[src/rtl/count_sweep_controller_if.sv]
// Control/status bundle between the sweep sequencer, its host and the
// 4-bit-step up/down counter it steers.
interface count_sweep_controller_if #(
  parameter int COUNT_W = 8,
  parameter int STEP_W  = 4
);
  // Host command and configuration
  logic               i_Start;
  logic               i_Stop;
  logic [STEP_W-1:0]  i_Step;
  logic [COUNT_W-1:0] i_UpperLimit;
  logic [COUNT_W-1:0] i_LowerLimit;
  logic [3:0]         i_Sweeps;
  // Read-back from the counter
  logic [COUNT_W-1:0] i_Count;
  logic               i_AtMidpoint;
  // Counter controls
  logic               o_InializeCount;
  logic               o_EnableCount;
  logic               o_CountUp;
  logic [STEP_W-1:0]  o_N;
  // Status
  logic               o_Busy;
  logic               o_Done;
  logic               o_Error;
  logic [7:0]         o_MidpointCrossings;

  // Host/environment side
  modport master (
    output i_Start, i_Stop, i_Step, i_UpperLimit, i_LowerLimit, i_Sweeps,
           i_Count, i_AtMidpoint,
    input  o_InializeCount, o_EnableCount, o_CountUp, o_N,
           o_Busy, o_Done, o_Error, o_MidpointCrossings
  );

  // Sequencer side
  modport slave (
    input  i_Start, i_Stop, i_Step, i_UpperLimit, i_LowerLimit, i_Sweeps,
           i_Count, i_AtMidpoint,
    output o_InializeCount, o_EnableCount, o_CountUp, o_N,
           o_Busy, o_Done, o_Error, o_MidpointCrossings
  );
endinterface

[src/rtl/count_sweep_controller.sv]
// Closed-loop sweep sequencer: loads the counter to its midpoint, then
// ping-pongs it between programmed limits for a programmed number of sweeps,
// tallying rising edges of the counter's midpoint flag.
module count_sweep_controller #(
  parameter int COUNT_W  = 8,
  parameter int STEP_W   = 4,
  parameter int MIDPOINT = 127
) (
  input  logic                     i_Clock,
  input  logic                     i_ResetN,
  count_sweep_controller_if.slave  bus
);

  typedef enum logic [2:0] {
    S_IDLE,
    S_INIT,
    S_UP,
    S_DOWN,
    S_DONE
  } state_t;

  localparam logic [COUNT_W-1:0] MID_C = COUNT_W'(MIDPOINT);

  state_t             r_state;
  state_t             w_next;
  logic [STEP_W-1:0]  r_step;
  logic [COUNT_W-1:0] r_upper;
  logic [COUNT_W-1:0] r_lower;
  logic [3:0]         r_sweeps;
  logic [3:0]         r_sweep_cnt;
  logic [3:0]         w_sweep_inc;
  logic               r_error;
  logic               r_mid_prev;
  logic [7:0]         r_xings;

  logic               w_cfg_ok;
  logic               w_accept;
  logic               w_active;
  logic               w_drive;
  logic               w_rise;
  logic               w_up_fits;
  logic               w_down_fits;
  logic               w_init;
  logic               w_en;
  logic               w_up;
  logic               w_sweep_bump;
  logic [COUNT_W:0]   w_step_ext;
  logic [COUNT_W:0]   w_count_ext;
  logic [COUNT_W:0]   w_up_sum;
  logic [COUNT_W:0]   w_down_floor;

  // One extra bit on every compare so count+step and lower+step never wrap.
  assign w_step_ext   = {{(COUNT_W+1-STEP_W){1'b0}}, r_step};
  assign w_count_ext  = {1'b0, bus.i_Count};
  assign w_up_sum     = w_count_ext + w_step_ext;
  assign w_down_floor = {1'b0, r_lower} + w_step_ext;
  assign w_up_fits    = (w_up_sum <= {1'b0, r_upper});
  assign w_down_fits  = (w_count_ext >= w_down_floor);

  assign w_cfg_ok    = (bus.i_Step != '0) &&
                       (bus.i_LowerLimit <= MID_C) && (MID_C <= bus.i_UpperLimit);
  assign w_accept    = (r_state == S_IDLE) && bus.i_Start;
  assign w_active    = (r_state == S_INIT) || (r_state == S_UP) || (r_state == S_DOWN);
  assign w_drive     = w_active && !bus.i_Stop;
  assign w_rise      = bus.i_AtMidpoint && !r_mid_prev;
  assign w_sweep_inc = r_sweep_cnt + 4'd1;

  // Next-state and counter-control decode; Stop overrides everything while active
  always_comb begin
    w_next       = r_state;
    w_init       = 1'b0;
    w_en         = 1'b0;
    w_up         = 1'b0;
    w_sweep_bump = 1'b0;
    case (r_state)
      S_IDLE: begin
        if (bus.i_Start && w_cfg_ok) w_next = S_INIT;
      end
      S_INIT: begin
        w_init = 1'b1;
        w_en   = 1'b1;
        w_next = S_UP;
      end
      S_UP: begin
        if (w_up_fits) begin
          w_en = 1'b1;
          w_up = 1'b1;
        end else begin
          w_next = S_DOWN;
        end
      end
      S_DOWN: begin
        if (w_down_fits) begin
          w_en = 1'b1;
        end else begin
          w_sweep_bump = 1'b1;
          w_next = ((r_sweeps != 4'd0) && (w_sweep_inc == r_sweeps)) ? S_DONE : S_UP;
        end
      end
      S_DONE: begin
        w_next = S_IDLE;
      end
      default: begin
        w_next = S_IDLE;
      end
    endcase
    if (w_active && bus.i_Stop) begin
      w_next       = S_IDLE;
      w_init       = 1'b0;
      w_en         = 1'b0;
      w_up         = 1'b0;
      w_sweep_bump = 1'b0;
    end
  end

  // State register
  always_ff @(posedge i_Clock or negedge i_ResetN) begin
    if (!i_ResetN) r_state <= S_IDLE;
    else           r_state <= w_next;
  end

  // Latch the sweep configuration whenever a Start is taken in IDLE
  always_ff @(posedge i_Clock) begin
    if (w_accept) begin
      r_step   <= bus.i_Step;
      r_upper  <= bus.i_UpperLimit;
      r_lower  <= bus.i_LowerLimit;
      r_sweeps <= bus.i_Sweeps;
    end
  end

  // Completed-sweep counter, restarted on a valid Start
  always_ff @(posedge i_Clock or negedge i_ResetN) begin
    if (!i_ResetN) begin
      r_sweep_cnt <= 4'd0;
    end else if (w_accept && w_cfg_ok) begin
      r_sweep_cnt <= 4'd0;
    end else if (w_sweep_bump) begin
      r_sweep_cnt <= w_sweep_inc;
    end
  end

  // Error flag and saturating midpoint tally; both restart on a taken Start
  always_ff @(posedge i_Clock or negedge i_ResetN) begin
    if (!i_ResetN) begin
      r_error    <= 1'b0;
      r_mid_prev <= 1'b0;
      r_xings    <= 8'd0;
    end else if (w_accept) begin
      r_error    <= !w_cfg_ok;
      r_mid_prev <= 1'b0;
      if (w_cfg_ok) r_xings <= 8'd0;
    end else begin
      r_mid_prev <= bus.i_AtMidpoint;
      if (((r_state == S_UP) || (r_state == S_DOWN)) && w_rise && (r_xings != 8'hFF))
        r_xings <= r_xings + 8'd1;
    end
  end

  assign bus.o_InializeCount     = w_init;
  assign bus.o_EnableCount       = w_en;
  assign bus.o_CountUp           = w_up;
  assign bus.o_N                 = w_drive ? r_step : '0;
  assign bus.o_Busy              = w_active;
  assign bus.o_Done              = (r_state == S_DONE);
  assign bus.o_Error             = r_error;
  assign bus.o_MidpointCrossings = r_xings;

endmodule

[src/flat_wrapper.sv]
// flat-port wrapper written by rule: the top's interface ports become plain ports
module count_sweep_controller_flat 
#(
  parameter int COUNT_W  = 8,
  parameter int STEP_W   = 4,
  parameter int MIDPOINT = 127
)
  (i_Clock, i_ResetN, bus_i_Start, bus_i_Stop, bus_i_Step, bus_i_UpperLimit, bus_i_LowerLimit, bus_i_Sweeps, bus_i_Count, bus_i_AtMidpoint, bus_o_InializeCount, bus_o_EnableCount, bus_o_CountUp, bus_o_N, bus_o_Busy, bus_o_Done, bus_o_Error, bus_o_MidpointCrossings);
  count_sweep_controller_if #(.COUNT_W(COUNT_W), .STEP_W(STEP_W)) bus_i ();
  input  logic i_Clock;
  input  logic i_ResetN;
  input wire logic [$bits(bus_i.i_Start)-1:0] bus_i_Start;
  input wire logic [$bits(bus_i.i_Stop)-1:0] bus_i_Stop;
  input wire logic [$bits(bus_i.i_Step)-1:0] bus_i_Step;
  input wire logic [$bits(bus_i.i_UpperLimit)-1:0] bus_i_UpperLimit;
  input wire logic [$bits(bus_i.i_LowerLimit)-1:0] bus_i_LowerLimit;
  input wire logic [$bits(bus_i.i_Sweeps)-1:0] bus_i_Sweeps;
  input wire logic [$bits(bus_i.i_Count)-1:0] bus_i_Count;
  input wire logic [$bits(bus_i.i_AtMidpoint)-1:0] bus_i_AtMidpoint;
  output wire logic [$bits(bus_i.o_InializeCount)-1:0] bus_o_InializeCount;
  output wire logic [$bits(bus_i.o_EnableCount)-1:0] bus_o_EnableCount;
  output wire logic [$bits(bus_i.o_CountUp)-1:0] bus_o_CountUp;
  output wire logic [$bits(bus_i.o_N)-1:0] bus_o_N;
  output wire logic [$bits(bus_i.o_Busy)-1:0] bus_o_Busy;
  output wire logic [$bits(bus_i.o_Done)-1:0] bus_o_Done;
  output wire logic [$bits(bus_i.o_Error)-1:0] bus_o_Error;
  output wire logic [$bits(bus_i.o_MidpointCrossings)-1:0] bus_o_MidpointCrossings;
  assign bus_i.i_Start = bus_i_Start;
  assign bus_i.i_Stop = bus_i_Stop;
  assign bus_i.i_Step = bus_i_Step;
  assign bus_i.i_UpperLimit = bus_i_UpperLimit;
  assign bus_i.i_LowerLimit = bus_i_LowerLimit;
  assign bus_i.i_Sweeps = bus_i_Sweeps;
  assign bus_i.i_Count = bus_i_Count;
  assign bus_i.i_AtMidpoint = bus_i_AtMidpoint;
  assign bus_o_InializeCount = bus_i.o_InializeCount;
  assign bus_o_EnableCount = bus_i.o_EnableCount;
  assign bus_o_CountUp = bus_i.o_CountUp;
  assign bus_o_N = bus_i.o_N;
  assign bus_o_Busy = bus_i.o_Busy;
  assign bus_o_Done = bus_i.o_Done;
  assign bus_o_Error = bus_i.o_Error;
  assign bus_o_MidpointCrossings = bus_i.o_MidpointCrossings;
  count_sweep_controller #(.COUNT_W(COUNT_W), .STEP_W(STEP_W), .MIDPOINT(MIDPOINT)) u_core (.i_Clock(i_Clock), .i_ResetN(i_ResetN), .bus(bus_i));
endmodule
[config.mk]
export PLATFORM = sky130hd
export DESIGN_NAME = count_sweep_controller_flat
export DESIGN_NICKNAME = d
export VERILOG_FILES = /design/src/rtl/count_sweep_controller_if.sv /design/src/rtl/count_sweep_controller.sv /design/src/flat_wrapper.sv
export SDC_FILE = /design/constraint.sdc
export NUM_CORES = 1
export LEC_CHECK = 0
export CAP_MARGIN = 10
export CORE_MARGIN = 2
export CORE_UTILIZATION = 39
export DETAILED_ROUTE_END_ITERATION = 7
export GPL_TIMING_DRIVEN = 0
export PLACE_DENSITY = 0.61
export SYNTH_ARGS = -nofsm -noshare
export SYNTH_HDL_FRONTEND = slang
export SYNTH_SLANG_ARGS = --single-unit
[constraint.sdc]
create_clock -name i_Clock -period 6.35 [get_ports i_Clock]
set_clock_uncertainty 0.2 [all_clocks]
set_input_delay 0.635 -clock i_Clock [delete_from_list [all_inputs] [get_ports i_Clock]]
set_output_delay 0.635 -clock i_Clock [all_outputs]
set_load 0.005 [all_outputs]
Word-level counts from Yosys, hierarchy flattened
Index checks and enable logic that the tools add are counted.
{"block": "classes", "reduce_logical": 24, "div": 0, "n_mux": 24, "n_addsub": 4, "mul": 0, "n_shift": 0, "bitwise_logic": 0, "eq_ne": 10, "magnitude_cmp": 4}
{"cell": "2-to-1 mux 8 bit", "n": 3}
{"cell": "adder 8 x 4 -> 9 bit", "n": 2}
{"cell": "2-to-1 mux 3 bit", "n": 5}
{"cell": "2-to-1 mux 4 bit", "n": 3}
{"cell": "one-hot mux 3 bit (4 select lines)", "n": 1}
{"cell": "logical AND 1 bit", "n": 11}
{"cell": "2-to-1 mux 1 bit", "n": 11}
{"cell": "greater-or-equal comparator 8 x 9 -> 1 bit", "n": 1}
{"cell": "<= comparator 9 x 8 -> 1 bit", "n": 1}
{"cell": "!= test 3 bit, second input constant", "n": 3}
{"cell": "adder 8 x 1 -> 8 bit, second input constant", "n": 1}
{"cell": "<= comparator 7 x 8 -> 1 bit, first input constant", "n": 1}
{"cell": "<= comparator 8 x 7 -> 1 bit, second input constant", "n": 1}
{"cell": "!= test 8 bit, second input constant", "n": 1}
{"cell": "nonzero test 4 bit", "n": 2}
{"cell": "equality test 3 x 2 -> 1 bit, second input constant", "n": 2}
{"cell": "adder 4 x 1 -> 4 bit, second input constant", "n": 1}
{"cell": "equality test 4 bit", "n": 1}
{"cell": "nonzero test 2 bit", "n": 2}
{"cell": "equality test 3 x 1 -> 1 bit, second input constant", "n": 1}
{"cell": "equality test 3 bit, second input constant", "n": 1}
{"cell": "logical NOT 1 bit", "n": 3}
{"cell": "logical NOT 3 bit", "n": 1}
{"cell": "logical OR 1 bit", "n": 3}
{"cell": "4 further kinds", "n": 4}
{"block": "word_totals", "romBits": 0, "regBits": 41, "n_memories": 0, "ram_bits": 0, "output_inout_bits": 18, "latch_bits": 0, "wordCells": 75, "input_bits": 37}

Depth between registers and ports, before layout
Gate-level depths: netlist of the first run.
{"block": "logic_depth", "word_depth": 7, "mapped_depth": 13, "mapped_depth_nobuf": 13}

Least setup slack after synthesis of the first run
OpenSTA, ideal clock, no wires.
{"block": "synth_timing", "kind": "input to output", "start": "input bus_i_Count[0]", "end": "output bus_o_EnableCount", "required_time_ns": 5.515, "setup_slack_ns": 2.428, "arrival_ns": 3.087, "path_buffers": 0, "cell_stages": 13, "path_cell_list": "ha_1 inv_1 fa_1 nand2b_1 a21oi_1 nand3_1 xnor2_1 ha_1 a211oi_1 o211ai_1 o211ai_1 a21oi_1 a311oi_1"}
{"block": "synth_between", "elab_chain_len": 5, "word_cells_on_any_way": 7, "classes_between": "add/sub (1); order compare (2); mux (4)"}
{"element": "start, declared", "line_no": "flat_wrapper.sv:18", "rtl": "input wire logic [$bits(bus_i.i_Count)-1:0] bus_i_Count;"}
{"element": "adder 8 x 4 -> 9 bit", "line_no": "count_sweep_controller.sv:55", "rtl": "assign w_up_sum = w_count_ext + w_step_ext;"}
{"element": "<= comparator 9 x 8 -> 1 bit", "line_no": "count_sweep_controller.sv:57", "rtl": "assign w_up_fits = (w_up_sum <= {1'b0, r_upper});"}
{"element": "2-to-1 mux 1 bit", "line_no": "count_sweep_controller.sv:85", "rtl": "if (w_up_fits) begin"}
{"element": "one-hot mux 1 bit (3 select lines) *", "line_no": "count_sweep_controller.sv:75", "rtl": "case (r_state)"}
{"element": "2-to-1 mux 1 bit *", "line_no": "count_sweep_controller.sv:107", "rtl": "if (w_active && bus.i_Stop) begin"}
{"element": "end, declared", "line_no": "flat_wrapper.sv:21", "rtl": "output wire logic [$bits(bus_i.o_EnableCount)-1:0] bus_o_EnableCount;"}
Every way passes the cells marked *; elsewhere a longest branch is shown, timed or not.

Final worst setup path of the first run
Same ends and word-level chain as after synthesis.

==> metrics.csv, run 1 <==
metric,value,unit
Setup CP Type,in -> out,
HPWL Detailed,4160,µm
end of the worst register-to-register path,u_core.r_state[0],
number of synthesized flops with an enable pin,24,
Port Buf Inserts,54,
routed len/inst,14.44,µm
portion of netlist area occupied by mux cells,0.01178,
storage element area,1146,µm²
pre-CTS setup slack,995.6,ps
"antenna viol nets, final",0,
Max IR drop VDD,0.0001303,V
die height,84.86,µm
core area,6350,µm²
Final nets,365,
clock buffer depth,2,
gr usage total,0.1583,
# Post-CTS Setup Buffers,0,
first-pass GRT wire length,8990,µm
Max Freq,187.3,MHz
P_leak,1.340,nW
Via Count,1990,
Synth Area in Simple Gates,0.1526,
Syn Nets,303,
Post-DP Area,3187,µm²
"Seq/Total Area, Yosys",0.4495,
Slew HR,0.4614,
"wirelength, routed",5458,µm
crit path buf inv count,3,
design area,3282,µm²
asr flop ratio synth,0.4146,
max cap viols,0,
RSZ-0062 raised after global routing,no,
"Cell Chain, Critical Path","clkdlybuf4s50_1, ha_1, inv_1, fa_1, nand2b_1, a21oi_1, nand3_1, xnor2_1, ha_1, a211oi_1, o211ai_1, o211ai_1, a21oi_1, a311oi_1, clkdlybuf4s50_1",
status,finished clean,
Fillers,578,
"reg-to-reg slack, setup",2890,ps
area grow syn2layout,28.70,%
synthesized cell area,2550,µm²
Die ar.,7201,µm²
post-layout util,0.5168,
adder-cell area share of the yosys netlist,0.1433,
largest family of logic cells by synthesized area,simple AND/OR/NAND/NOR gates,
"Hold Violations, Final",0,
row count,29,
WP depth,15,
post-synthesis register bit count,41,
clock latency on the worst-skew pair,290,ps
Post-route DRC,0,
total power divided by cell area,216.4,nW/µm²
CTS Hold Bufs,0,
worst r2r src,u_core.r_step[0],
largest stage delay on the critical path,570,ps
Design Power,0.7103,mW
Multi-input gate area,1329,µm²
CP Launch Type,primary input,
syn avg cell area,10.71,µm²
Worst-Margin Slew,805.3,ps
root buffer cell,clkbuf_8,
largest net degree at the start of global routing,27,
clk sink count,41,
Final period util,0.8410,
initial antenna violation count,0,
Post-synth top flop,edfxtp_1,
Compound-Gate Fraction of Synth Area,0.1516,
vias in the first global route,1942,
placed insts,369,
crit path DAT,4510,ps
Initial Utilization,0.4016,
I/O pins,55,
setup tns final,0,ps
share of layout cells above drive strength 1,0.04319,
Num CTS Buffers,5,
Synthesis Warnings,0,
final non-filler cell total,378,
CTS H-tree depth,2,
Iter 0 DRT Violations,77,
crit end category,output port,
Synth cell types,46,
cells on worst reg2reg path,13,
Setup WS post-layout,1010,ps
critical path endpoint,bus_o_EnableCount,
worst setup path startpoint,bus_i_Count[0],
Die W,84.86,µm
# setup viols final,0,
drt first pass iters,5,
Post-Synth XOR/XNOR Area,0.06183,
critical path's top delay family,compound AO/OA/AOI/OAI gates,
max-slew violations,0,
min cycle time layout,5340,ps
global placement routability congestion,0.8175,
Post-Synthesis Cells,238,
HP Class,reg -> reg,
vias per inst,5.265,
Worst Path Required,5510,ps
CP max-delay cell,clkdlybuf4s50_1,
# resized after CTS,0,
"CTS clk-pin slew, worst paths",80,ps
CTS tree,yes,
Inserted Diodes,0,
total gr overflow,0,
Max Fanout on Critical Path,3,
WHS,300.9,ps
power breakdown:
part | switching [mW] | internal [mW]
registers | 0.0175 | 0.311
clock network | 0.0905 | 0.0783
logic | 0.106 | 0.107
total | 0.214 | 0.496
synthesized netlist by cell type, drive strengths merged, types with 6 or more instances:
cell / instances / area share
a21oi: 8 / 0.016
and2: 7 / 0.017
and3: 6 / 0.015
dfrtp: 17 / 0.17
edfxtp: 24 / 0.28
ha: 26 / 0.13
inv: 18 / 0.026
nand2: 14 / 0.021
nand3: 7 / 0.014
nor2: 22 / 0.032
o21ai: 15 / 0.029
xnor2: 9 / 0.031
xor2: 9 / 0.031
sequential cells by signal (all words and copies together) (netlist names):
register,count
u_core.bus.o_MidpointCrossings,8
u_core.r_lower,8
u_core.r_upper,8
u_core.r_step,4
u_core.r_sweep_cnt,4
u_core.r_sweeps,4
u_core.r_state,3
u_core.bus.o_Error,1
u_core.r_mid_prev,1
layout make-up:
class,count,area share
Buffer,2,0.002287
Clock buffer,8,0.02440
Inverter,18,0.02059
Multi-Input combinational cell,177,0.4049
Sequential cell,41,0.3492
Tap cell,77,0.02936
Timing Repair Buffer,55,0.1693
placed cells by master (no fill, tap or decap), types with 5 or more instances in the layout:
cell type and count:
inv_1 18, o21ai_0 15, and3_1 6, nand2_1 14, edfxtp_1 24, nand3_1 7
clkdlybuf4s50_1 54, and2_1 7, a21oi_1 8, xnor2_1 9, clkbuf_1 5, xor2_1 9
nor2_1 22, clkbuf_8 5, ha_1 26, dfrtp_1 17
layer usage:
layer | share of wire | vias to the layer above | global-route usage
met3 | 0.039 | 7 | 0.03599
li1 | - | 999 | -
met4 | 0.014 | 0 | 0.05483
met5 | 0 | - | 0
met2 | 0.48 | 44 | 0.2584
met1 | 0.47 | 940 | 0.2085
how the worst min path moves through the flow:
stage | start | end | slack (ps) | cells past startpoint
2_1_floorplan | i_ResetN | u_core.bus.o_Error | 140 | 0
3_3_place_gp | u_core.bus.o_Error | u_core.bus.o_Error | 280 | 1
3_5_place_dp | u_core.bus.o_Error | u_core.bus.o_Error | 280 | 1
4_1_cts | u_core.bus.o_Error | u_core.bus.o_Error | 310 | 1
5_1_grt | u_core.bus.o_Error | u_core.bus.o_Error | 330 | 1
6_report | u_core.bus.o_Error | u_core.bus.o_Error | 300 | 1
cell families after synthesis:
| group | Yosys count |
|---|---|
| AND/OR/NAND/NOR | 76 |
| flip-flops | 41 |
| AO/OA/AOI/OAI | 52 |
| buffers and inverters | 20 |
| adder cells (fa/ha/maj) | 28 |
| multiplexers | 3 |
| XOR/XNOR | 18 |
No activity file was read; power rests on OpenSTA's default activity.
==> run 2, diff against run 1 <==
clock period = 5.5 ns   (was 6.35 ns; I/O delays follow)
==> run 2 against run 1 <==
Sequential cell count unchanged; largest power group unchanged; sequential power up 16%; die area unchanged; power up 16%; highest routed layer unchanged; core utilization up 0.059 points; clock power up 15%; wire length down 0.24%; critical endpoint unchanged; final area up 0.11%; worst hold slack about the same; clock-buffer cell count unchanged.
==> metrics.csv, run 2 (synthesis gave the netlist of run 1 again) <==
metric,value,unit,change
Max Freq,196.6,MHz,
die height,84.86,µm,unchanged
vias in the first global route,1942,,unchanged
Final period util,0.9247,,
Max Fanout on Critical Path,3,,unchanged
CTS tree,yes,,
Inserted Diodes,0,,unchanged
crit path buf inv count,3,,unchanged
max layer used,met4,,
"Hold Violations, Final",0,,unchanged
Port Buf Inserts,54,,unchanged
metal2 WL,2604,µm,about the same
Setup WS post-layout,414.1,ps,-595.5 ps
Worst-Margin Slew,805.3,ps,unchanged
largest net degree at the start of global routing,27,,unchanged
final non-filler cell total,378,,unchanged
Slew HR,0.4614,,unchanged
total gr overflow,0,,unchanged
drt first pass iters,5,,unchanged
initial antenna violation count,0,,unchanged
clk sink count,41,,unchanged
CTS H-tree depth,2,,unchanged
first-pass GRT wire length,8990,µm,unchanged
row count,29,,unchanged
CP Launch Type,primary input,,
placed insts,369,,unchanged
vias per inst,5.249,,-0.30%
Die ar.,7201,µm²,unchanged
"reg-to-reg slack, setup",2130,ps,-760 ps
Multi-input gate area,1333,µm²,+0.28%
WHS,300.9,ps,-0.001000 ps
pre-CTS setup slack,315.6,ps,-680.0 ps
# setup viols final,0,,unchanged
HPWL Detailed,4160,µm,unchanged
Worst Path Required,4750,ps,-760 ps
routed len/inst,14.40,µm,-0.24%
met3 wire length,227,µm,+6.6%
Comb pwr share,0.301,,about the same
"commonest non-fill, non-tap cells in the layout","clkdlybuf4s50_1, ha_1, edfxtp_1",,
Max IR drop VDD,0.0001505,V,+15%
RSZ-0062 raised after global routing,no,,
Post-DP Area,3187,µm²,unchanged
Fillers,578,,unchanged
root buffer cell,clkbuf_8,,
global placement routability congestion,0.8175,,unchanged
P_leak,1.341,nW,about the same
"CTS clk-pin slew, worst paths",80,ps,about the same
P_sw,0.2477,mW,+15%
share of layout cells above drive strength 1,0.04651,,+0.003322
core area,6350,µm²,unchanged
critical path's top delay family,compound AO/OA/AOI/OAI gates,,
storage element area,1146,µm²,unchanged
CP max-delay cell,clkdlybuf4s50_1,,
Post-route DRC,0,,unchanged
Die W,84.86,µm,unchanged
# resized after CTS,0,,unchanged
sequential power share,0.462,,about the same
largest stage delay on the critical path,570,ps,about the same
Met1 Routed Length,2533,µm,-1.1%
Clk pwr share,0.238,,about the same
crit path DAT,4340,ps,-170 ps
max cap viols,0,,unchanged
"commonest non-fill, non-tap cell in the layout",clkdlybuf4s50_1,,
Design Power,0.8204,mW,+16%
switch share,0.3019,,about the same
# Post-CTS Setup Buffers,0,,unchanged
total power divided by cell area,249.7,nW/µm²,+15%
status,finished clean,,
Via Count,1984,,-0.30%
Initial Utilization,0.4016,,unchanged
max-slew violations,0,,unchanged
HP Class,reg -> reg,,
min cycle time layout,5086,ps,
gr usage total,0.1583,,unchanged
clock buffer depth,2,,unchanged
CTS Hold Bufs,0,,unchanged
Num CTS Buffers,5,,unchanged
"wirelength, routed",5445,µm,-0.24%
Iter 0 DRT Violations,87,,+13%
design area,3286,µm²,+0.11%
Setup CP Type,in -> out,,
setup tns final,0,ps,unchanged
crit end category,output port,,
"Cell Chain, Critical Path","clkdlybuf4s50_1, ha_1, inv_1, fa_1, nand2b_1, a21oi_2, nand3_1, xnor2_1, ha_1, a211oi_1, o211ai_1, o211ai_1, a21oi_1, a311oi_1, clkdlybuf4s50_1",,
Final nets,365,,unchanged
"antenna viol nets, final",0,,unchanged
area grow syn2layout,28.85,%,
internal power,0.5727,mW,+16%
I/O pins,55,,unchanged
clock latency on the worst-skew pair,290,ps,about the same
post-layout util,0.5174,,+0.0005910
-- run 2: cell counts in the layout (fill, tap and decap cells not counted) --
Identical to the previous run, type by type.
-- run 2: metal layers --
layer,vias up,global-route usage
met2,45,0.2584
met5,-,0
met1,936,0.2085
li1,996,-
met3,7,0.03599
met4,0,0.05483
-- run 2: path summary, 6_finish.rpt --
path | startpoint | end | depth (start not counted)
min in group asynchronous | i_ResetN | u_core.r_sweep_cnt[3] | 1
hold / removal | u_core.bus.o_Error | u_core.bus.o_Error | 1
setup / recovery | bus_i_Count[0] | bus_o_EnableCount | 15
max in group asynchronous | i_ResetN | u_core.r_mid_prev | 1
setup reg to reg | u_core.r_step[0] | u_core.r_state[0] | 13
hold reg to reg | u_core.bus.o_Error | u_core.bus.o_Error | 1
-- run 2: power groups by stage --
stage	combinational, mW	clock [mW]	sequential, mW
2_1_floorplan	0.153	0	0.381
3_3_place_gp	0.240	0	0.386
3_5_place_dp	0.244	0	0.387
4_1_cts	0.245	0.199	0.380
5_1_grt	0.281	0.212	0.383
6_report	0.247	0.195	0.379
-- run 2: worst register-to-register path: stages, from the launching register on --
cell      delay, ps
edfxtp_1        390
ha_1            180
inv_1            50
fa_1            380
nand2b_1        170
a21oi_2         200
nand3_1         120
xnor2_1         150
ha_1            310
a211oi_1        290
o211ai_1        150
o211ai_1        270
nand3_1         150
a22o_1          240
-- run 2: final cells by class --
type / instances / share of cell area
Inverter: 18 / 0.02056
Multi-Input combinational cell: 177 / 0.4056
Tap cell: 77 / 0.02932
Clock buffer: 8 / 0.02437
Buffer: 2 / 0.002285
Timing Repair Buffer: 55 / 0.1691
Sequential cell: 41 / 0.3488
==> run 3, diff against run 2 <==
GPL_ROUTABILITY_DRIVEN = 0   (was unset)
==> results of run 3 <==
The final DEF is identical to that of run 2; final timing and power are the same.
